<file path="src/rtl/fire_layer_sequencer_if.sv">
// Handshake bundle between the expand3 sequencer, the layer datapath and the feature-map RAMs.
interface fire_layer_sequencer_if #(
  parameter int WOUT = 16,
  parameter int CHIN = 64
);
  localparam int IA_W = $clog2(WOUT * WOUT * CHIN);
  localparam int OA_W = $clog2(WOUT * WOUT);

  logic            start_i;
  logic            hold_i;
  logic            layer_sample_i;
  logic            layer_finish_i;
  logic            layer_en_o;
  logic [IA_W-1:0] ifm_addr_o;
  logic            ifm_pad_o;
  logic            ofm_wr_o;
  logic [OA_W-1:0] ofm_addr_o;
  logic            ram_feedback_o;
  logic            busy_o;
  logic            done_o;

  modport slave (
    input  start_i, hold_i, layer_sample_i, layer_finish_i,
    output layer_en_o, ifm_addr_o, ifm_pad_o, ofm_wr_o, ofm_addr_o,
           ram_feedback_o, busy_o, done_o
  );

  modport master (
    output start_i, hold_i, layer_sample_i, layer_finish_i,
    input  layer_en_o, ifm_addr_o, ifm_pad_o, ofm_wr_o, ofm_addr_o,
           ram_feedback_o, busy_o, done_o
  );
endinterface

</file>
<file path="src/rtl/fire_layer_sequencer.sv">
// Raster-order tap sequencer for a 3x3/stride-1/pad-1 expand layer: issues IFM reads with
// border padding plus one flush slot per pixel, and turns layer samples into OFM writes.
module fire_layer_sequencer #(
  parameter int WOUT       = 16,
  parameter int CHIN       = 64,
  parameter int KERNEL_DIM = 3
) (
  input logic                   clk,
  input logic                   rst,
  fire_layer_sequencer_if.slave bus
);
  localparam int unsigned PAD  = (KERNEL_DIM - 1) / 2;
  localparam int          NPIX = WOUT * WOUT;
  localparam int          IA_W = $clog2(NPIX * CHIN);
  localparam int          OA_W = $clog2(NPIX);
  localparam int          RW   = (WOUT > 1) ? $clog2(WOUT) : 1;
  localparam int          KW   = (KERNEL_DIM > 1) ? $clog2(KERNEL_DIM) : 1;
  localparam int          CW   = (CHIN > 1) ? $clog2(CHIN) : 1;
  localparam int          SW   = OA_W + 1;

  typedef enum logic [2:0] {S_IDLE, S_RUN, S_DRAIN, S_FEEDBACK, S_DONE} state_t;

  state_t          r_state, w_state_nxt;
  logic [RW-1:0]   r_row, r_col, w_row_nxt, w_col_nxt;
  logic [KW-1:0]   r_ky, r_kx, w_ky_nxt, w_kx_nxt;
  logic [CW-1:0]   r_ch, w_ch_nxt;
  logic            r_flush, w_flush_nxt;
  logic [SW-1:0]   r_samples;
  logic            r_en, r_pad, r_wr;
  logic [IA_W-1:0] r_addr;
  logic [OA_W-1:0] r_ofm_addr;
  logic            w_start, w_issue, w_sample, w_last_pixel;

  // Borders are found from unsigned sums r+ky / c+kx against the padded window.
  function automatic logic tap_pad(input logic [RW-1:0] row, input logic [RW-1:0] col,
                                   input logic [KW-1:0] ky, input logic [KW-1:0] kx,
                                   input logic flush);
    int unsigned yy, xx;
    yy = 32'(row) + 32'(ky);
    xx = 32'(col) + 32'(kx);
    return flush || (yy < PAD) || (yy >= WOUT + PAD) || (xx < PAD) || (xx >= WOUT + PAD);
  endfunction

  function automatic logic [IA_W-1:0] tap_addr(input logic [RW-1:0] row, input logic [RW-1:0] col,
                                               input logic [KW-1:0] ky, input logic [KW-1:0] kx,
                                               input logic [CW-1:0] ch, input logic flush);
    int unsigned yy, xx;
    if (tap_pad(row, col, ky, kx, flush)) return '0;
    yy = 32'(row) + 32'(ky) - PAD;
    xx = 32'(col) + 32'(kx) - PAD;
    return IA_W'((yy * WOUT + xx) * CHIN + 32'(ch));
  endfunction

  assign w_start      = bus.start_i && (r_state == S_IDLE || r_state == S_DONE);
  assign w_issue      = (r_state == S_RUN) && !bus.hold_i;
  assign w_last_pixel = r_flush && (r_row == RW'(WOUT - 1)) && (r_col == RW'(WOUT - 1));
  assign w_sample     = bus.layer_sample_i && (r_samples != SW'(NPIX)) &&
                        (r_state == S_RUN || r_state == S_DRAIN || r_state == S_FEEDBACK);

  // Tap walk: ch innermost, then kx, then ky, then the flush slot, then the next pixel.
  always_comb begin
    // NOTE: every variable gets its default first so no path can infer a latch.
    w_row_nxt   = r_row;
    w_col_nxt   = r_col;
    w_ky_nxt    = r_ky;
    w_kx_nxt    = r_kx;
    w_ch_nxt    = r_ch;
    w_flush_nxt = r_flush;
    if (w_start) begin
      w_row_nxt   = '0;
      w_col_nxt   = '0;
      w_ky_nxt    = '0;
      w_kx_nxt    = '0;
      w_ch_nxt    = '0;
      w_flush_nxt = 1'b0;
    end else if (w_issue) begin
      if (r_flush) begin
        w_flush_nxt = 1'b0;
        if (r_col == RW'(WOUT - 1)) begin
          w_col_nxt = '0;
          w_row_nxt = (r_row == RW'(WOUT - 1)) ? '0 : r_row + RW'(1);
        end else begin
          w_col_nxt = r_col + RW'(1);
        end
      end else if (r_ch != CW'(CHIN - 1)) begin
        w_ch_nxt = r_ch + CW'(1);
      end else begin
        w_ch_nxt = '0;
        if (r_kx != KW'(KERNEL_DIM - 1)) begin
          w_kx_nxt = r_kx + KW'(1);
        end else begin
          w_kx_nxt = '0;
          if (r_ky != KW'(KERNEL_DIM - 1)) begin
            w_ky_nxt = r_ky + KW'(1);
          end else begin
            w_ky_nxt    = '0;
            w_flush_nxt = 1'b1;
          end
        end
      end
    end
  end

  always_comb begin
    w_state_nxt = r_state;
    unique case (r_state)
      S_IDLE, S_DONE: if (bus.start_i) w_state_nxt = S_RUN;
      S_RUN:          if (w_issue && w_last_pixel) w_state_nxt = S_DRAIN;
      S_DRAIN:        if (r_samples == SW'(NPIX) && bus.layer_finish_i) w_state_nxt = S_FEEDBACK;
      S_FEEDBACK:     w_state_nxt = S_DONE;
      default:        w_state_nxt = S_IDLE;
    endcase
  end

  always_ff @(posedge clk or negedge rst) begin
    if (!rst) begin
      r_state    <= S_IDLE;
      r_row      <= '0;
      r_col      <= '0;
      r_ky       <= '0;
      r_kx       <= '0;
      r_ch       <= '0;
      r_flush    <= 1'b0;
      r_samples  <= '0;
      r_en       <= 1'b0;
      r_pad      <= 1'b0;
      r_wr       <= 1'b0;
      r_addr     <= '0;
      r_ofm_addr <= '0;
    end else begin
      // NOTE: non-blocking assignments so every flop samples the pre-edge values.
      r_state <= w_state_nxt;
      r_row   <= w_row_nxt;
      r_col   <= w_col_nxt;
      r_ky    <= w_ky_nxt;
      r_kx    <= w_kx_nxt;
      r_ch    <= w_ch_nxt;
      r_flush <= w_flush_nxt;
      // Address leads enable/pad by one cycle to match the RAM read latency.
      r_addr  <= tap_addr(w_row_nxt, w_col_nxt, w_ky_nxt, w_kx_nxt, w_ch_nxt, w_flush_nxt);
      r_en    <= w_issue;
      r_pad   <= w_issue && tap_pad(r_row, r_col, r_ky, r_kx, r_flush);
      r_wr    <= w_sample;
      if (w_sample) r_ofm_addr <= r_samples[OA_W-1:0];
      if (w_start)       r_samples <= '0;
      else if (w_sample) r_samples <= r_samples + SW'(1);
    end
  end

  assign bus.layer_en_o     = r_en;
  assign bus.ifm_addr_o     = r_addr;
  assign bus.ifm_pad_o      = r_pad;
  assign bus.ofm_wr_o       = r_wr;
  assign bus.ofm_addr_o     = r_ofm_addr;
  assign bus.ram_feedback_o = (r_state == S_FEEDBACK);
  assign bus.busy_o         = (r_state == S_RUN) || (r_state == S_DRAIN);
  assign bus.done_o         = (r_state == S_DONE);
endmodule
</file>
<file path="src/flat_wrapper.sv">
// flat-port wrapper written by rule: the top's interface ports become plain ports
module fire_layer_sequencer_flat 
#(
  parameter int WOUT       = 16,
  parameter int CHIN       = 64,
  parameter int KERNEL_DIM = 3
)
  (clk, rst, bus_start_i, bus_hold_i, bus_layer_sample_i, bus_layer_finish_i, bus_layer_en_o, bus_ifm_addr_o, bus_ifm_pad_o, bus_ofm_wr_o, bus_ofm_addr_o, bus_ram_feedback_o, bus_busy_o, bus_done_o);
  fire_layer_sequencer_if #(.WOUT(WOUT), .CHIN(CHIN)) bus_i ();
  input logic clk;
  input logic rst;
  input wire logic [$bits(bus_i.start_i)-1:0] bus_start_i;
  input wire logic [$bits(bus_i.hold_i)-1:0] bus_hold_i;
  input wire logic [$bits(bus_i.layer_sample_i)-1:0] bus_layer_sample_i;
  input wire logic [$bits(bus_i.layer_finish_i)-1:0] bus_layer_finish_i;
  output wire logic [$bits(bus_i.layer_en_o)-1:0] bus_layer_en_o;
  output wire logic [$bits(bus_i.ifm_addr_o)-1:0] bus_ifm_addr_o;
  output wire logic [$bits(bus_i.ifm_pad_o)-1:0] bus_ifm_pad_o;
  output wire logic [$bits(bus_i.ofm_wr_o)-1:0] bus_ofm_wr_o;
  output wire logic [$bits(bus_i.ofm_addr_o)-1:0] bus_ofm_addr_o;
  output wire logic [$bits(bus_i.ram_feedback_o)-1:0] bus_ram_feedback_o;
  output wire logic [$bits(bus_i.busy_o)-1:0] bus_busy_o;
  output wire logic [$bits(bus_i.done_o)-1:0] bus_done_o;
  assign bus_i.start_i = bus_start_i;
  assign bus_i.hold_i = bus_hold_i;
  assign bus_i.layer_sample_i = bus_layer_sample_i;
  assign bus_i.layer_finish_i = bus_layer_finish_i;
  assign bus_layer_en_o = bus_i.layer_en_o;
  assign bus_ifm_addr_o = bus_i.ifm_addr_o;
  assign bus_ifm_pad_o = bus_i.ifm_pad_o;
  assign bus_ofm_wr_o = bus_i.ofm_wr_o;
  assign bus_ofm_addr_o = bus_i.ofm_addr_o;
  assign bus_ram_feedback_o = bus_i.ram_feedback_o;
  assign bus_busy_o = bus_i.busy_o;
  assign bus_done_o = bus_i.done_o;
  fire_layer_sequencer #(.WOUT(WOUT), .CHIN(CHIN), .KERNEL_DIM(KERNEL_DIM)) u_core (.clk(clk), .rst(rst), .bus(bus_i));
endmodule
</file>
<file path="config.mk">
export PLATFORM = sky130hd
export DESIGN_NAME = fire_layer_sequencer_flat
export DESIGN_NICKNAME = d
export VERILOG_FILES = /design/src/rtl/fire_layer_sequencer_if.sv /design/src/rtl/fire_layer_sequencer.sv /design/src/flat_wrapper.sv
export SDC_FILE = /design/constraint.sdc
export NUM_CORES = 1
export LEC_CHECK = 0
export CAP_MARGIN = 5
export CELL_PAD_IN_SITES_DETAIL_PLACEMENT = 0
export CELL_PAD_IN_SITES_GLOBAL_PLACEMENT = 1
export CORE_ASPECT_RATIO = 0.7
export CORE_MARGIN = 1
export CORE_UTILIZATION = 45
export DETAILED_ROUTE_END_ITERATION = 7
export GPL_TIMING_DRIVEN = 0
export HOLD_SLACK_MARGIN = 0.03
export PLACE_DENSITY_LB_ADDON = 0.1
export REMOVE_ABC_BUFFERS = 1
export SLEW_MARGIN = 20
export SYNTH_ARGS = -nofsm -noshare
export SYNTH_HDL_FRONTEND = slang
export SYNTH_SLANG_ARGS = --single-unit
export TNS_END_PERCENT = 10
</file>
<file path="constraint.sdc">
create_clock -name clk -period 5.96 [get_ports clk]
set_clock_uncertainty 0.2 [all_clocks]
set_input_delay 0.596 -clock clk [delete_from_list [all_inputs] [get_ports clk]]
set_output_delay 0.596 -clock clk [all_outputs]
set_load 0.05 [all_outputs]
</file>
Word level (Yosys, flattened, before mapping)
Cells that the tools add are included.
- add/sub/neg operators: 14
- magnitude comparators: 8
- eq/ne operators: 14
- muxes and demuxes: 39
- reductions and logical operators: 25
- operator list (cell ; count):
    >= comparator 32 x 5 -> 1 bit (second input constant) ; 3
    < comparator 32 x 1 -> 1 bit (second input constant) ; 3
    2-to-1 mux 4 bit ; 9
    2-to-1 mux 14 bit ; 2
    2-to-1 mux 6 bit ; 4
    2-to-1 mux 2 bit ; 11
    adder 4 x 2 -> 5 bit ; 4
    2-to-1 mux 9 bit ; 2
    adder 14 x 6 -> 14 bit ; 1
    case mux 3 bit (4 select lines) ; 1
    logical OR 1 bit ; 11
    adder 9 x 1 -> 9 bit (second input constant) ; 1
    == test 9 bit (second input constant) ; 1
    logical AND 1 bit ; 9
    2-to-1 mux 3 bit ; 3
    inequality test 9 bit (second input constant) ; 1
    adder 4 x 1 -> 4 bit (second input constant) ; 2
    adder 8 bit ; 1
    == test 4 bit (second input constant) ; 2
    subtractor 8 x 1 -> 8 bit (second input constant) ; 1
    2-to-1 mux 1 bit ; 7
    adder 6 x 1 -> 6 bit (second input constant) ; 1
    == test 3 x 2 -> 1 bit (second input constant) ; 2
    inequality test 2 bit (second input constant) ; 3
    other kinds (13) ; 15
- register bits after elaboration: 56
- input port bits: 6
- output and inout bits: 28

Depth between registers and ports, before layout
Gate-level depths: netlist of run 1.
- word-level depth: 15
- mapped depth: 21
- gate-level depth less buffers: 20

Worst setup path after synthesis of run 1
Ideal clock, no wire load.
- path type: input port to flip-flop
- from: input port bus_hold_i
- to: register u_core.r_addr[12], in the netlist u_core.bus.ifm_addr_o[12]
- data arrival time: 4.754 ns
- required time: 5.639 ns
- slack: 0.886 ns
- cell stages on the path: 16
- buffers on the path: 2
- cells stage by stage: or4b_4 > buf_6 > nor4_4 > nand4_1 > or3_1 > a21oi_1 > ha_1 > inv_1 > fa_1 > ha_1 > or4b_2 > a211o_1 > a311o_1 > a21oi_4 > buf_6 > nor3_1
- longest elaborated chain between the ends: 12
- elaborated cells on any way between the ends: 30
- classes of those cells: add/sub: 6; order compare: 4; mux: 14; reduce/logical: 6
- ends and longest elaborated chain (item ; line ; source):
    from (decl) ; flat_wrapper.sv:13 ; input wire logic [$bits(bus_i.hold_i)-1:0] bus_hold_i;
    zero test 1 bit (*) ; fire_layer_sequencer.sv:55 ; assign w_issue = (r_state == S_RUN) && !bus.hold_i;
    logical AND 1 bit (*) ; fire_layer_sequencer.sv:55 ;
    2-to-1 mux 2 bit (*) ; fire_layer_sequencer.sv:76 ; end else if (w_issue) begin
    2-to-1 mux 2 bit (*) ; fire_layer_sequencer.sv:69 ; if (w_start) begin
    named net u_core.w_ky_nxt[0] ; fire_layer_sequencer.sv:25 ; logic [KW-1:0] r_ky, r_kx, w_ky_nxt, w_kx_nxt;
    adder 4 x 2 -> 5 bit (*) ; fire_layer_sequencer.sv:39 ; yy = 32'(row) + 32'(ky);
    parallel branches: the longest is 6 deep, another holds adder 14 x 6 -> 14 bit ; n/a ;
    2-to-1 mux 14 bit (*) ; fire_layer_sequencer.sv:49 ; yy = 32'(row) + 32'(ky) - PAD;
    to (signal assigned) ; fire_layer_sequencer.sv:140 ; r_addr <= tap_addr(w_row_nxt, w_col_nxt, w_ky_nxt, w_kx_nxt, w_ch_nxt, w_flush_nxt);
    to (decl) ; fire_layer_sequencer.sv:30 ; logic [IA_W-1:0] r_addr;
Mark *: on every way through the listed nets, which the timed path passes.
A chain may end at the register's enable or synchronous reset.

Final worst setup path of run 1
- from: input port bus_hold_i
- to: register u_core.r_addr[8], in the netlist u_core.bus.ifm_addr_o[8]
- longest elaborated chain between the ends: 12
- elaborated cells on any way between the ends: 29
- classes of those cells: add/sub: 5; order compare: 4; mux: 14; reduce/logical: 6
- ends and longest elaborated chain (item ; line ; source):
    zero test 1 bit (*) ; fire_layer_sequencer.sv:55 ;
    logical AND 1 bit (*) ; fire_layer_sequencer.sv:55 ;
    2-to-1 mux 2 bit (*) ; fire_layer_sequencer.sv:76 ;
    2-to-1 mux 2 bit (*) ; fire_layer_sequencer.sv:69 ;
    named net u_core.w_ky_nxt[0] ; fire_layer_sequencer.sv:25 ;
    adder 4 x 2 -> 5 bit (*) ; fire_layer_sequencer.sv:39 ;
    < comparator 5 x 1 -> 1 bit ; fire_layer_sequencer.sv:41 ; return flush || (yy < PAD) || (yy >= WOUT + PAD) || (xx < PAD) || (xx >= WOUT + PAD);
    logical OR 1 bit ; fire_layer_sequencer.sv:41 ;
    logical OR 1 bit (*) (3 in series) ; fire_layer_sequencer.sv:41 ;
    2-to-1 mux 1 bit (*) ; fire_layer_sequencer.sv:48 ; if (tap_pad(row, col, ky, kx, flush)) return '0;
    2-to-1 mux 14 bit (*) ; fire_layer_sequencer.sv:49 ;
Mark *: on every way through the listed nets, which the timed path passes. The rest lies on a longest branch.

==> flow_metrics.py, run 1 <==
metrics = {
    "power_and_ir_drop": {
        "peakVddDrop_mv": 0.173,
        "p_clk_share_pct": 21.9,
        "power.share.combinational_pct": 29.3,
        "p_sw_share_pct": 36.7,
        "cellLeakagePower_nw": 1.73,
        "p_seq_share_pct": 48.8,
        "p_int_mw": 0.648,
        "pwr_density_cell_nw_per_um2": 256,
        "power_switching_mw": 0.375,
    },
    "clock_network": {
        "cts_tree": "yes",
        "cts.reportedPaths.clkPinSlew_ns": 0.11,
        "numCtsBuffers": 5,
        "cts_sinks": 56,
        "cts_resized": 0,
        "clock_latency_ns": 0.31,
        "htree_levels": 2,
        "cts_buffer_depth": 2,
        "cts_root_buffer": "clkbuf_8",
    },
    "sta": {
        "period_minus_slack_ns": 5.61,
        "grt_setup_unrepaired": "no",
        "hold_slack_ns": 0.317,
        "timing.final.ws_setup_ns": 0.350,
        "slew_headroom_pct": 48.7,
        "setup_viol": 0,
        "tns_ns": 0,
        "fmax_ghz": 0.178,
        "final_hold_viol_count": 0,
        "finalCritPeriodShare_pct": 94.1,
        "worst_pin_slew_ns": 0.769,
        "finalMaxSlewViolations": 0,
    },
    "worst_setup_path": {
        "path_common_cell": "ha_1",
        "slowest_stage": "or4b_4",
        "reg2reg_depth": 15,
        "path_class": "in -> reg",
        "cp_max_fo": 14,
        "cp-end-kind": "flop",
        "startpoint_type": "input port",
        "worstPathCellList": "clkdlybuf4s50_1 > or4b_4 > nor4_4 > nand4_1 > or3_1 > a21oi_1 > ha_1 > inv_1 > fa_1 > ha_1 > or4b_2 > a211o_1 > a311o_1 > a21oi_4 > buf_12 > nor3_1",
        "worst-endpoint-required_ns": 5.96,
        "cp_slowest_stage_delay_ns": 0.63,
        "arrival_ns": 5.61,
    },
    "routing": {
        "routed_wl_mm": 6.75,
        "via_per_inst": 5.21,
        "antenna_left": 0,
        "vias": 2428,
        "dr.pass1.iters": 4,
        "avgRoutedWirePerCell_um": 14.5,
        "drtIter0Drc": 98,
        "drc": 0,
    },
    "yosys": {
        "synth_cells": 333,
        "ys_async_sr_fraction_pct": 100,
        "syn_avg_cell_area_um2": 10.3,
        "syn_area_um2": 3440,
        "synth_edf_count": 0,
        "synth_seq_area_share_pct": 40.7,
        "synthFlopType": "dfrtp_1",
        "ys_seq_elements": 56,
        "synth.distinct_cells": 60,
        "yosysWarnings": 0,
    },
    "place": {
        "dp_hpwl_mm": 4.97,
        "place_congestion": 0.781,
        "dpl_worst_slack_ns": -0.177,
        "port_buffers": 33,
    },
    "hold_path": {
        "hold_depth": 1,
        "hold_path.class": "reg -> reg",
    },
    "layout": {
        "drive_above_1_share_pct": 12.8,
        "layout_common_cells": "dfrtp_1, clkdlybuf4s50_1, a21oi_1, ha_1",
        "areaGrowthSynthToFinish_pct": 15.8,
        "num_antenna_cells": 0,
        "final_common_cell": "dfrtp_1",
        "nNetsFinal": 403,
    },
    "floorplan": {
        "ios": 34,
        "rows": 26,
        "fp.dieW_um": 107,
        "die-area_um2": 8010,
        "initial_core_util_pct": 46.9,
        "coreArea_um2": 7350,
        "die_h_um": 75.2,
    },
    "job": {
        "maxCapViolations": 0,
    },
    "grt": {
        "grt_pass1_wl_mm": 11.6,
        "grt_max_degree": 30,
        "gr-total-overflow": 0,
        "antenna_found_initial": 0,
        "grt_use_total_pct": 18.6,
        "grt_pass1_vias": 2337,
    },
    "outcome": {
        "outcome": "complete, no violations",
    },
}
power groups by stage:
stage          sequential, mW  combinational [mW]  clock [mW]
6_report                0.499               0.300       0.224
5_1_grt                 0.508               0.333       0.247
4_1_cts                 0.499               0.305       0.234
3_5_place_dp            0.507               0.303           0
3_3_place_gp            0.505               0.296           0
2_1_floorplan           0.565               0.147           0
registers in the layout, summed over array words and instances (netlist names):
register / flops
u_core.bus.ifm_addr_o: 14
u_core.r_col: 4
u_core.r_flush: 1
u_core.r_kx: 2
u_core.bus.ofm_addr_o: 8
u_core.r_state: 3
u_core.bus.ofm_wr_o: 1
u_core.bus.ifm_pad_o: 1
u_core.r_row: 4
u_core.r_ky: 2
u_core.r_ch: 6
u_core.r_samples: 9
u_core.bus.layer_en_o: 1
per-stage QoR:
| step | instance area [um2] | util, % | std cells | total power [mW] |
|---|---|---|---|---|
| after detailed placement | 3860 | 52.5 | 456 | 0.809 |
| after global routing | 3990 | 54.3 | 466 | 1.09 |
| after floorplan | 3370 | - | 322 | 0.712 |
| final | 3990 | 54.3 | 466 | 1.02 |
| after CTS | 3970 | 54.0 | 465 | 1.04 |
| after global placement | 3820 | 52.0 | 453 | 0.801 |
critical path, delay by kind of cell:
family / cells / cell delay (ns)
AND/OR/NAND/NOR: 6 / 2.33
AO/OA/AOI/OAI: 4 / 1.05
buffers and inverters: 3 / 0.65
adder cells (fa/ha/maj): 3 / 0.96
cell families (layout without fill, tap and decap cells):
group | count (synthesis) | in the layout | synth area share, %
muxes | 11 | 11 | 3.45
xor gates and xnor gates | 22 | 22 | 5.99
AOI/OAI and AO/OA | 58 | 58 | 12.0
adders and majority gates | 30 | 30 | 12.0
buffers and inverters | 37 | 72 | 4.94
DFF | 56 | 56 | 40.7
and+or+nand+nor | 119 | 119 | 21.0
per-layer routing:
metal	share of wire, %	up-vias	track usage [%]
met5	0	-	0
met1	55	1137	28.6
met3	3.9	2	3.12
met4	0.43	0	4.11
met2	41	44	27.2
li1	-	1245	-
synthesized netlist by cell type, types with 5 or more instances:
cell      instances  share of area (%)
mux2_2            7                2.3
fa_1              5                2.9
xor2_1            8                2.0
nand2_1          24                2.6
nand4_1           7                1.3
xnor2_1          13                3.3
o21ai_0           8                1.2
nor4_1            5               0.91
nor2_1           22                2.4
or3_1             5               0.91
inv_1            24                2.6
clkbuf_1          6               0.65
nand3_1           9                1.3
a21oi_1          25                3.6
dfrtp_1          56                 41
nor3_1           10                1.5
ha_1             25                9.1
worst paths after layout:
path | from | endpoint | slack [ns]
max reg2reg | u_core.r_state[1]$_DFFE_PN0P_ | u_core.bus.ifm_addr_o[8]$_DFF_PN0_ | 0.50
min in group asynchronous | rst | u_core.r_samples[4]$_DFFE_PN0P_ | 0.53
min | u_core.bus.ofm_addr_o[6]$_DFFE_PN0P_ | u_core.bus.ofm_addr_o[6]$_DFFE_PN0P_ | 0.32
max | bus_hold_i | u_core.bus.ifm_addr_o[8]$_DFF_PN0_ | 0.35
min reg2reg | u_core.bus.ofm_addr_o[6]$_DFFE_PN0P_ | u_core.bus.ofm_addr_o[6]$_DFFE_PN0P_ | 0.32
max in group asynchronous | rst | u_core.r_col[2]$_DFF_PN0_ | 4.54
area by class of cell:
type | count | area (um2)
fillers | 682 | 3360
repair buffers | 38 | 393
inverters | 26 | 97.6
well taps | 98 | 123
flip-flops and latches | 56 | 1400
clock buffers | 5 | 68.8
clock inverters | 3 | 27.5
multi-input cells | 240 | 1880
what timing repair did:
item | in CTS | in global routing
setup endpoints to repair | 0 | 14
setup buffers | 0 | 1
hold endpoints to repair | 27 | 0
hold buffers | 1 | 0
No activity file was read; power rests on OpenSTA's default activity.
==> run 2: changes to the inputs <==
Settings changed: ABC_AREA from default to 1, CORE_UTILIZATION 45 to 43.
==> flow_metrics.py, run 2 <==
metrics = {
    "routing": {
        "drtIter0Drc": 92,
        "routed_wl_mm": 7.06,
        "vias": 2728,
        "dr.pass1.iters": 4,
        "drc": 0,
        "avgRoutedWirePerCell_um": 12.9,
        "via_per_inst": 4.98,
        "antenna_left": 0,
    },
    "grt": {
        "grt_max_degree": 57,
        "gr-total-overflow": 0,
        "antenna_found_initial": 0,
        "grt_pass1_vias": 2708,
        "grt_pass1_wl_mm": 12.4,
        "grt_use_total_pct": 18.6,
    },
    "yosys": {
        "synth_fa_ha_area_share_pct": 11.8,
        "syn_avg_cell_area_um2": 8.47,
        "synth_compound_gate_area_share_pct": 10.5,
        "synth_top_family_by_area": "simple AND/OR/NAND/NOR gates",
        "synth_mux_area_share_pct": 0,
        "ys_async_sr_fraction_pct": 100,
        "yosysMostFrequentCell": "inv_1",
        "syn_area_um2": 3490,
        "synth-xor-area-share_pct": 2.01,
        "yosys.area_share.simple_pct": 25.8,
        "synthFlopType": "dfrtp_1",
        "synth_top_area_share_pct": 40.1,
        "ys_seq_elements": 56,
        "synth_edf_count": 0,
        "synth_cells": 412,
        "synth.distinct_cells": 42,
        "yosysWarnings": 0,
        "synthTopCellsByArea": "dfrtp_1, ha_1, inv_1",
        "yosysTopAreaCell": "dfrtp_1",
        "synth_seq_area_share_pct": 40.1,
        "synthTopCellsByCount": "inv_1, dfrtp_1, nand2_1, nor2_1, a21oi_1",
    },
    "place": {
        "placed_cells": 540,
        "dp_hpwl_mm": 5.18,
        "dpl_worst_slack_ns": 0.665,
        "place_congestion": 0.769,
        "port_buffers": 33,
    },
    "worst_setup_path": {
        "setup.worst_path.end": "u_core.bus.ifm_addr_o[13]$_DFF_PN0_",
        "critPathTopFamily": "simple AND/OR/NAND/NOR gates",
        "cp-end-kind": "flop",
        "r2r-end": "u_core.bus.ifm_addr_o[13]$_DFF_PN0_",
        "reg2reg_depth": 24,
        "cp_max_fo": 5,
        "crit_path_start": "bus_hold_i",
        "reg2reg_setup_slack_ns": 1.37,
        "slowest_stage": "clkdlybuf4s50_1",
        "critical_path_depth": 25,
        "path_common_cell": "inv_1",
        "cp_slowest_stage_delay_ns": 0.46,
        "arrival_ns": 4.97,
        "worst-endpoint-required_ns": 5.97,
        "startpoint_type": "input port",
        "r2r_start": "u_core.r_state[2]$_DFFE_PN0P_",
        "critPathBufInv": 6,
        "path_class": "in -> reg",
    },
    "floorplan": {
        "rows": 27,
        "fp.dieW_um": 110,
        "ios": 34,
        "die-area_um2": 8490,
        "die_h_um": 77.4,
        "initial_core_util_pct": 44.3,
        "coreArea_um2": 7870,
    },
    "clock_network": {
        "cts.reportedPaths.clkPinSlew_ns": 0.08,
        "cts_root_buffer": "clkbuf_16",
        "postCtsHoldBufs": 0,
        "cts_tree": "yes",
        "numCtsBuffers": 5,
        "post_cts_buffers": 0,
        "cts_buffer_depth": 2,
        "htree_levels": 2,
        "cts_sinks": 56,
        "cts_resized": 0,
        "clock_latency_ns": 0.29,
    },
    "sta": {
        "worst_pin_slew_ns": 0.526,
        "fmax_ghz": 0.202,
        "finalMaxSlewViolations": 0,
        "tns_ns": 0,
        "slew_headroom_pct": 64.7,
        "finalCritPeriodShare_pct": 83.2,
        "timing.final.ws_setup_ns": 1.00,
        "hold_slack_ns": 0.0610,
        "grt_setup_unrepaired": "no",
        "period_minus_slack_ns": 4.96,
        "final_hold_viol_count": 0,
        "setup_viol": 0,
    },
    "power_and_ir_drop": {
        "pwr_density_cell_nw_per_um2": 345,
        "peakVddDrop_mv": 0.224,
        "cellLeakagePower_nw": 2.01,
    },
    "layout": {
        "drive_above_1_share_pct": 12.1,
        "largest_reg_flops": 14,
        "num_antenna_cells": 0,
        "multi_input_area_um2": 1750,
        "fin_util_pct": 51.7,
        "final_common_cell": "inv_1",
        "seq_area_um2": 1400,
        "nNetsFinal": 482,
        "n_fill_cell": 764,
        "layout_common_cells": "inv_1, dfrtp_1, nand2_1",
        "areaGrowthSynthToFinish_pct": 16.5,
        "instances_no_fill": 548,
    },
    "hold_path": {
        "hold_path.class": "in -> async",
    },
    "outcome": {
        "outcome": "complete, no violations",
    },
    "job": {
        "maxCapViolations": 0,
    },
}
-- run 2: cell count changes in the layout (fill, tap and decap cells not counted), moves of 6 or more --
cell     previous run  this run
nand3_1             9        17
nor2_4              0         6
o21ai_0             8        16
xnor2_1            13         3
nand2_1            24        53
inv_1              24        70
mux2_2              7         0
nor2_1             22        39
o21ai_1             1         7
nor2_2              0        14
-- run 2: power by group --
part / switching, mW / internal, mW / leakage (nW)
logic: 0.402 / 0.212 / 1.17
clock network: 0.143 / 0.158 / 0.0742
registers: 0.0513 / 0.436 / 0.764
total: 0.597 / 0.806 / 2.01
-- run 2: worst reg2reg max path, cell delays in order (launching register included) --
cell	delay (ns)
dfrtp_1	0.37
inv_2	0.11
nand4_2	0.24
nor2_2	0.28
nand3_1	0.13
nor2_1	0.22
inv_1	0.11
o21ai_0	0.16
a21oi_1	0.08
ha_1	0.23
fa_1	0.41
nand4_2	0.15
inv_1	0.07
nor2_1	0.27
inv_1	0.14
ha_1	0.34
o31ai_1	0.36
nand2_1	0.09
nand2_1	0.07
a21oi_1	0.07
inv_1	0.05
nand2_1	0.05
nand2_1	0.08
nand3_1	0.08
a21oi_1	0.15
-- run 2: layout make-up --
type	count	share of cell area (%)
clock inverter	3	0.554
multi-input combinational	273	43.0
clock buffer	5	3.08
timing repair buffer	34	8.74
sequential	56	34.5
inverter	76	7.05
tap	101	3.11
-- run 2: worst min-delay path by stage --
stage                                    startpoint                                   end  slack [ns]  cells past startpoint
2_1_floorplan                                   rst    u_core.bus.ifm_addr_o[0]$_DFF_PN0_        0.10                      0
3_3_place_gp   u_core.bus.ofm_addr_o[2]$_DFFE_PN0P_  u_core.bus.ofm_addr_o[2]$_DFFE_PN0P_        0.27                      2
3_5_place_dp   u_core.bus.ofm_addr_o[6]$_DFFE_PN0P_  u_core.bus.ofm_addr_o[6]$_DFFE_PN0P_        0.27                      2
4_1_cts                                         rst  u_core.bus.ofm_addr_o[6]$_DFFE_PN0P_        0.09                      2
5_1_grt                                         rst  u_core.bus.ofm_addr_o[6]$_DFFE_PN0P_        0.09                      2
6_report                                        rst  u_core.bus.ofm_addr_o[6]$_DFFE_PN0P_        0.06                      2
-- run 2: cell families after synthesis --
kind of cell,Yosys count
buffers and inverters,83
XOR/XNOR,8
adder cells (fa/ha/maj),30
flip-flops,56
AND/OR/NAND/NOR,171
AO/OA/AOI/OAI,64
-- run 2: metrics by stage --
step                area (um2)  power [mW]
finish                    4070        1.40
global route              4070        1.51
CTS                       4070        1.42
detailed placement        3920        1.11
global placement          3890        1.10
floorplan                 3440       0.951
-- run 2: metal layers --
| metal | GRT usage, % | up-vias | share of wire [%] | wire length, um |
|---|---|---|---|---|
| met4 | 4.00 | 0 | 0.84 | 59 |
| li1 | - | 1405 | - | - |
| met5 | 0 | - | 0 | 0 |
| met3 | 3.70 | 7 | 3.6 | 256 |
| met2 | 27.5 | 44 | 41 | 2870 |
| met1 | 28.0 | 1272 | 55 | 3870 |
